## config.mk

```make
export PLATFORM = sky130hd
export DESIGN_NAME = pingpong_ctrl
export DESIGN_NICKNAME = d
export VERILOG_FILES = /design/src/rtl/pingpong_ctrl.sv
export SDC_FILE = /design/constraint.sdc
export NUM_CORES = 1
export LEC_CHECK = 0
export ABC_AREA = 1
export CAP_MARGIN = 0
export CORE_ASPECT_RATIO = 0.9
export CORE_MARGIN = 4
export CORE_UTILIZATION = 42
export CTS_CLUSTER_SIZE = 24
export DETAILED_ROUTE_END_ITERATION = 6
export PLACE_DENSITY_LB_ADDON = 0.3
export SLEW_MARGIN = 5
export SYNTH_ARGS = -nofsm -noshare
export SYNTH_HDL_FRONTEND = slang
export SYNTH_SLANG_ARGS = --single-unit
```

## constraint.sdc

```tcl
create_clock -name clk -period 3.6 [get_ports clk]
set_input_delay 0.72 -clock clk [delete_from_list [all_inputs] [get_ports clk]]
set_output_delay 0.72 -clock clk [all_outputs]
set_load 0.01 [all_outputs]
```

## src/rtl/pingpong_ctrl.sv

```systemverilog
// pingpong_ctrl: ping-pong RAM bank controller. Sampler fills one bank while the
// read FSM streams the other bank to the consumer; banks swap when the write bank
// is full and the reader is done. Overflowing samples are dropped and flagged.
// Ports: clk, btn_s1_resetb (async active-low), sample_valid_i, clear_i,
//   rd_ready_i; wr_en_o/wr_bank_o/wr_addr_o, rd_bank_o/rd_addr_o/rd_valid_o,
//   buffer_ready_o (swap pulse), buffer_full_o (sticky overflow),
//   swap_cnt_o/drop_cnt_o (statistics).
// Optional macro PINGPONG_CTRL_STATS_EN enables the saturating statistics
// counters; without it both counter ports are tied to zero.
module pingpong_ctrl #(
    parameter int DEPTH = 16,
    parameter int AW    = $clog2(DEPTH)
) (
    input  logic          clk,
    input  logic          btn_s1_resetb,
    input  logic          sample_valid_i,
    input  logic          clear_i,
    output logic          wr_en_o,
    output logic          wr_bank_o,
    output logic [AW-1:0] wr_addr_o,
    output logic          rd_bank_o,
    output logic [AW-1:0] rd_addr_o,
    output logic          rd_valid_o,
    input  logic          rd_ready_i,
    output logic          buffer_ready_o,
    output logic          buffer_full_o,
    output logic [15:0]   swap_cnt_o,
    output logic [15:0]   drop_cnt_o
);

    typedef enum logic [1:0] {
        R_IDLE  = 2'd0,
        R_ADDR  = 2'd1,
        R_VALID = 2'd2
    } rd_state_t;

    localparam logic [AW-1:0] LAST = AW'(DEPTH - 1);

    // Single release stage: the logic first acts on the second edge after
    // the button reset is released, while assertion stays asynchronous.
    logic rst_n_q;
    always_ff @(posedge clk or negedge btn_s1_resetb) begin
        if (!btn_s1_resetb) rst_n_q <= 1'b0;
        else                rst_n_q <= 1'b1;
    end

    rd_state_t     state_q, state_d;
    logic          wr_bank_q, wr_bank_d;
    logic [AW-1:0] wr_addr_q, wr_addr_d;
    logic [AW-1:0] rd_addr_q, rd_addr_d;
    logic          pend_q, pend_d;
    logic          full_q, full_d;
    logic          brdy_q, brdy_d;

    logic wr_en;
    logic bank_full;
    logic rd_idle;
    logic xfer;
    logic rd_last;
    logic swap;

    always_comb begin
        state_d   = state_q;
        wr_bank_d = wr_bank_q;
        wr_addr_d = wr_addr_q;
        rd_addr_d = rd_addr_q;
        pend_d    = pend_q;
        full_d    = full_q;

        rd_idle   = (state_q == R_IDLE);
        xfer      = (state_q == R_VALID) && rd_ready_i;
        rd_last   = xfer && (rd_addr_q == LAST);
        // Writes are blocked while a swap is pending (overflow drop).
        wr_en     = rst_n_q && sample_valid_i && !pend_q;
        bank_full = wr_en && (wr_addr_q == LAST);
        // A full bank swaps immediately if the reader is free (or frees up
        // this cycle); otherwise the swap waits one cycle in R_IDLE.
        swap      = (pend_q && rd_idle)
                 || (bank_full && (rd_idle || rd_last));
        brdy_d    = swap;

        if (wr_en) wr_addr_d = wr_addr_q + 1'b1;

        unique case (state_q)
            R_IDLE:  state_d = R_IDLE;
            R_ADDR:  state_d = R_VALID;
            R_VALID: begin
                if (xfer) begin
                    if (rd_last) begin
                        state_d = R_IDLE;
                    end else begin
                        state_d   = R_ADDR;
                        rd_addr_d = rd_addr_q + 1'b1;
                    end
                end
            end
            default: state_d = R_IDLE;
        endcase

        // Set beats clear on the same cycle.
        if (bank_full && !(rd_idle || rd_last)) begin
            pend_d = 1'b1;
            full_d = 1'b1;
        end else if (clear_i) begin
            full_d = 1'b0;
        end

        if (swap) begin
            wr_bank_d = ~wr_bank_q;
            state_d   = R_ADDR;
            rd_addr_d = '0;
            pend_d    = 1'b0;
        end
    end

    always_ff @(posedge clk or negedge rst_n_q) begin
        if (!rst_n_q) begin
            state_q   <= R_IDLE;
            wr_bank_q <= 1'b0;
            wr_addr_q <= '0;
            rd_addr_q <= '0;
            pend_q    <= 1'b0;
            full_q    <= 1'b0;
            brdy_q    <= 1'b0;
        end else begin
            state_q   <= state_d;
            wr_bank_q <= wr_bank_d;
            wr_addr_q <= wr_addr_d;
            rd_addr_q <= rd_addr_d;
            pend_q    <= pend_d;
            full_q    <= full_d;
            brdy_q    <= brdy_d;
        end
    end

    assign wr_en_o        = wr_en;
    assign wr_bank_o      = wr_bank_q;
    assign wr_addr_o      = wr_addr_q;
    assign rd_bank_o      = ~wr_bank_q;
    assign rd_addr_o      = rd_addr_q;
    assign rd_valid_o     = (state_q == R_VALID);
    assign buffer_ready_o = brdy_q;
    assign buffer_full_o  = full_q;

`ifdef PINGPONG_CTRL_STATS_EN
    logic        drop;
    logic [15:0] swap_cnt_q, swap_cnt_d;
    logic [15:0] drop_cnt_q, drop_cnt_d;

    assign drop = rst_n_q && sample_valid_i && pend_q;

    always_comb begin
        swap_cnt_d = swap_cnt_q;
        drop_cnt_d = drop_cnt_q;
        if (swap && (swap_cnt_q != 16'hFFFF)) swap_cnt_d = swap_cnt_q + 16'd1;
        if (drop && (drop_cnt_q != 16'hFFFF)) drop_cnt_d = drop_cnt_q + 16'd1;
    end

    always_ff @(posedge clk or negedge rst_n_q) begin
        if (!rst_n_q) begin
            swap_cnt_q <= '0;
            drop_cnt_q <= '0;
        end else begin
            swap_cnt_q <= swap_cnt_d;
            drop_cnt_q <= drop_cnt_d;
        end
    end

    assign swap_cnt_o = swap_cnt_q;
    assign drop_cnt_o = drop_cnt_q;
`else
    assign swap_cnt_o = '0;
    assign drop_cnt_o = '0;
`endif

endmodule
```

==> metrics.txt <==
TNS Setup=0 ns; DR WL/cell=10.04 um; synth cell count leaders=32 x buf_4, 20 x nand2_1, 15 x dfrtp_1; Total GRT Usage=0.1138; Psw=298.7 uW; Worst EP arrival=1.99 ns; Synth Area in Compound Gates=0.04134; Post-synth ARST share=1.000; Bufs on Longest Clock Path=2; Hold Vio Cnt, Final=0; Distinct cells, synth=23; Worst Setup SP=sample_valid_i; n_diodes=0; Area contributors post-synth=dfrtp_1 39%, buf_4 25%, nand2_1 7.8%, inv_1 3.9%, nor2_1 3.5%; area share of fa/ha/maj cells after synthesis=0.02584; critical path startpoint category=input port; period utilization=0.7518; CTS Buf Count=3; Max Cap Violations=0; Reg2Reg Launch Point=rd_addr_o[0]; core area=about 2200 um^2; hold buffers post-CTS=0; worst path required time=2.88 ns; Synth Warn #=0; top cell type's share of synthesized area=0.3876; post-route cell area=1094 um^2; Yosys reg bits=15; Syn Inst Count=113; RSZ-0062 raised after global routing=false; Synth-to-Final Area Change=12.92%; Root Buffer=clkbuf_4; Placed Area=1066 um^2; first-pass GRT wire length=2670 um; Flop pwr share=0.395; Internal Power=447.1 uW; maximum vdd drop=0.3605 mV; r2r endpoint=rd_addr_o[3]; FF-to-FF setup slack=2.21 ns; grt met2 use=0.1933; number of global-route vias before repair=612; fin crit period=about 2.7 ns; fin. max-slew vios=0; share of layout cells above drive strength 1=0.1037; Synth Cell Area=968.4 um^2; DRT Wirelength=1627 um; most frequent cell after synthesis=buf_4; post-synthesis simple-gate area fraction=0.2016; Final Wtd Congestion=0.7851; endpoints failing setup=0; initial antenna violation count=0; CTS tree=done; largest net degree at the start of global routing=16; reg2reg path depth=7; Crit Path Category=input port to output port; met3 Track Usage GR=0.05276; 1st-iter DRT viols=8; power share of the combinational group=0.477; number of I/O pins=51; power share of the clock group=0.128; full die area=3139 um^2; clk_lat worst skew=~0.29 ns; LEAKAGE=0.0005738 uW; IO Port Bufs=18; number of flops mapped to enable cells by yosys=0; post-route ant nets=0; Reg clk slew, reported paths=approximately 0.10 ns; HPWL after detailed placement=1338 um; critical path capture point type=output port; HP Class=flop to asynchronous set/reset pin; Post-CTS Setup Repair Bufs=0; die width=58.62 um; H-tree levels=1; grt peak-use layer=met2; global route total overflow=0; sequential area share after synthesis=0.3876; post-synthesis mux area share=0.01163; # DRC=0; Chip Height=53.56 um; Peak Freq=369.5 MHz; CTS resizes=0; met1 global-route usage=0.1380; critical path peak fanout=7; pwr/cell area=682.0 nW/um^2; Pre-antenna DRT Iters=4; largest family of logic cells by synthesized area=buffers and inverters; ys flop type=dfrtp_1; via density per instance=4.123; FP Rows=16; Switching Share=0.4005; xor-xnor portion of the synthesized cell area=0.02713; status=completed; Yosys top cell by area=dfrtp_1; initial core utilization=0.4438; via count=668; skew final=0.01318 ns; number of nets in the layout=143; syn avg cell area=between 8 and 9 um^2; Clock Sinks=15
==> per-stage QoR <==
step,util,setup WS [ns],hold WS [ns],power [uW],instances
floorplan,-,1.906,0.1823,522.4,144
global placement,0.4885,0.9027,0.1772,648.7,158
detailed placement,0.4885,0.8804,0.1756,661.4,158
CTS,0.5011,0.8797,0.1725,761.7,162
global route,0.5011,0.8289,0.1874,820.9,162
finish,0.5011,0.8934,0.1579,745.8,162
==> layer usage <==
metal,wire length (um),part of all wire
met5,0,0
met4,0,0
met3,167,0.10
met2,808,0.50
met1,650,0.40
==> critical path: stages <==
cell             delay [ns]
clkdlybuf4s50_1        0.45
nand2_1                0.07
nor2_4                 0.17
clkdlybuf4s50_1        0.57
==> area by class of cell <==
| class | instances | area (um^2) |
|---|---|---|
| multi-input combinational | 85 | 421.7 |
| tap | 27 | 33.78 |
| sequential | 15 | 375.4 |
| clock inverter | 1 | 5.005 |
| inverter | 12 | 47.55 |
| clock buffer | 3 | 22.52 |
| fill | 230 | 1089 |
| timing repair buffer | 19 | 187.7 |
==> worst max path at each step <==
stage,cells after the start,slack [ns],to
floorplan,2,1.91,wr_en_o
global placement,4,0.90,wr_en_o
detailed placement,4,0.88,wr_en_o
CTS,4,0.88,wr_en_o
global route,4,0.83,wr_en_o
finish,4,0.89,wr_en_o
==> cell usage in the layout, fill, tap and decap left out <==
cell / instances
nand3_2: 2
nand4_1: 2
o22ai_1: 1
o21ai_4: 1
nor2_1: 9
nand3_1: 5
inv_1: 10
inv_4: 1
buf_4: 1
xnor2_1: 2
nor2_4: 1
nand2_2: 1
o21bai_1: 1
conb_1: 33
inv_2: 1
xor2_1: 1
clkbuf_4: 3
nand2_1: 20
ha_1: 2
clkdlybuf4s50_1: 18
o21ai_0: 1
dfrtp_1: 15
mux2_2: 1
a21oi_1: 1
clkinv_2: 1
nand2_4: 1
==> power groups by stage <==
stage | combinational, uW | sequential (uW) | clock, uW
3_3_place_gp | 353 | 295 | 0
5_1_grt | 402 | 309 | 110
3_5_place_dp | 362 | 299 | 0
4_1_cts | 364 | 296 | 102
6_report | 356 | 295 | 95.1
2_1_floorplan | 211 | 311 | 0
==> sequential cells by signal, indices dropped and copies added, names as in the netlist <==
| signal | cells |
|---|---|
| state_q | 2 |
| wr_bank_o | 1 |
| buffer_full_o | 1 |
| pend_q | 1 |
| rd_addr_o | 4 |
| wr_addr_o | 4 |
| rst_n_q | 1 |
| buffer_ready_o | 1 |
==> kinds of logic (layout without fill, tap and decap cells) <==
group                    after synthesis  in the layout
buffers and inverters                 44             35
AND/OR/NAND/NOR                       41             41
flip-flops                            15             15
AO/OA/AOI/OAI                          5              5
XOR/XNOR                               3              3
adder cells (fa/ha/maj)                2              2
other                                  2             33
multiplexers                           1              1
No activity file was read; power rests on OpenSTA's default activity.
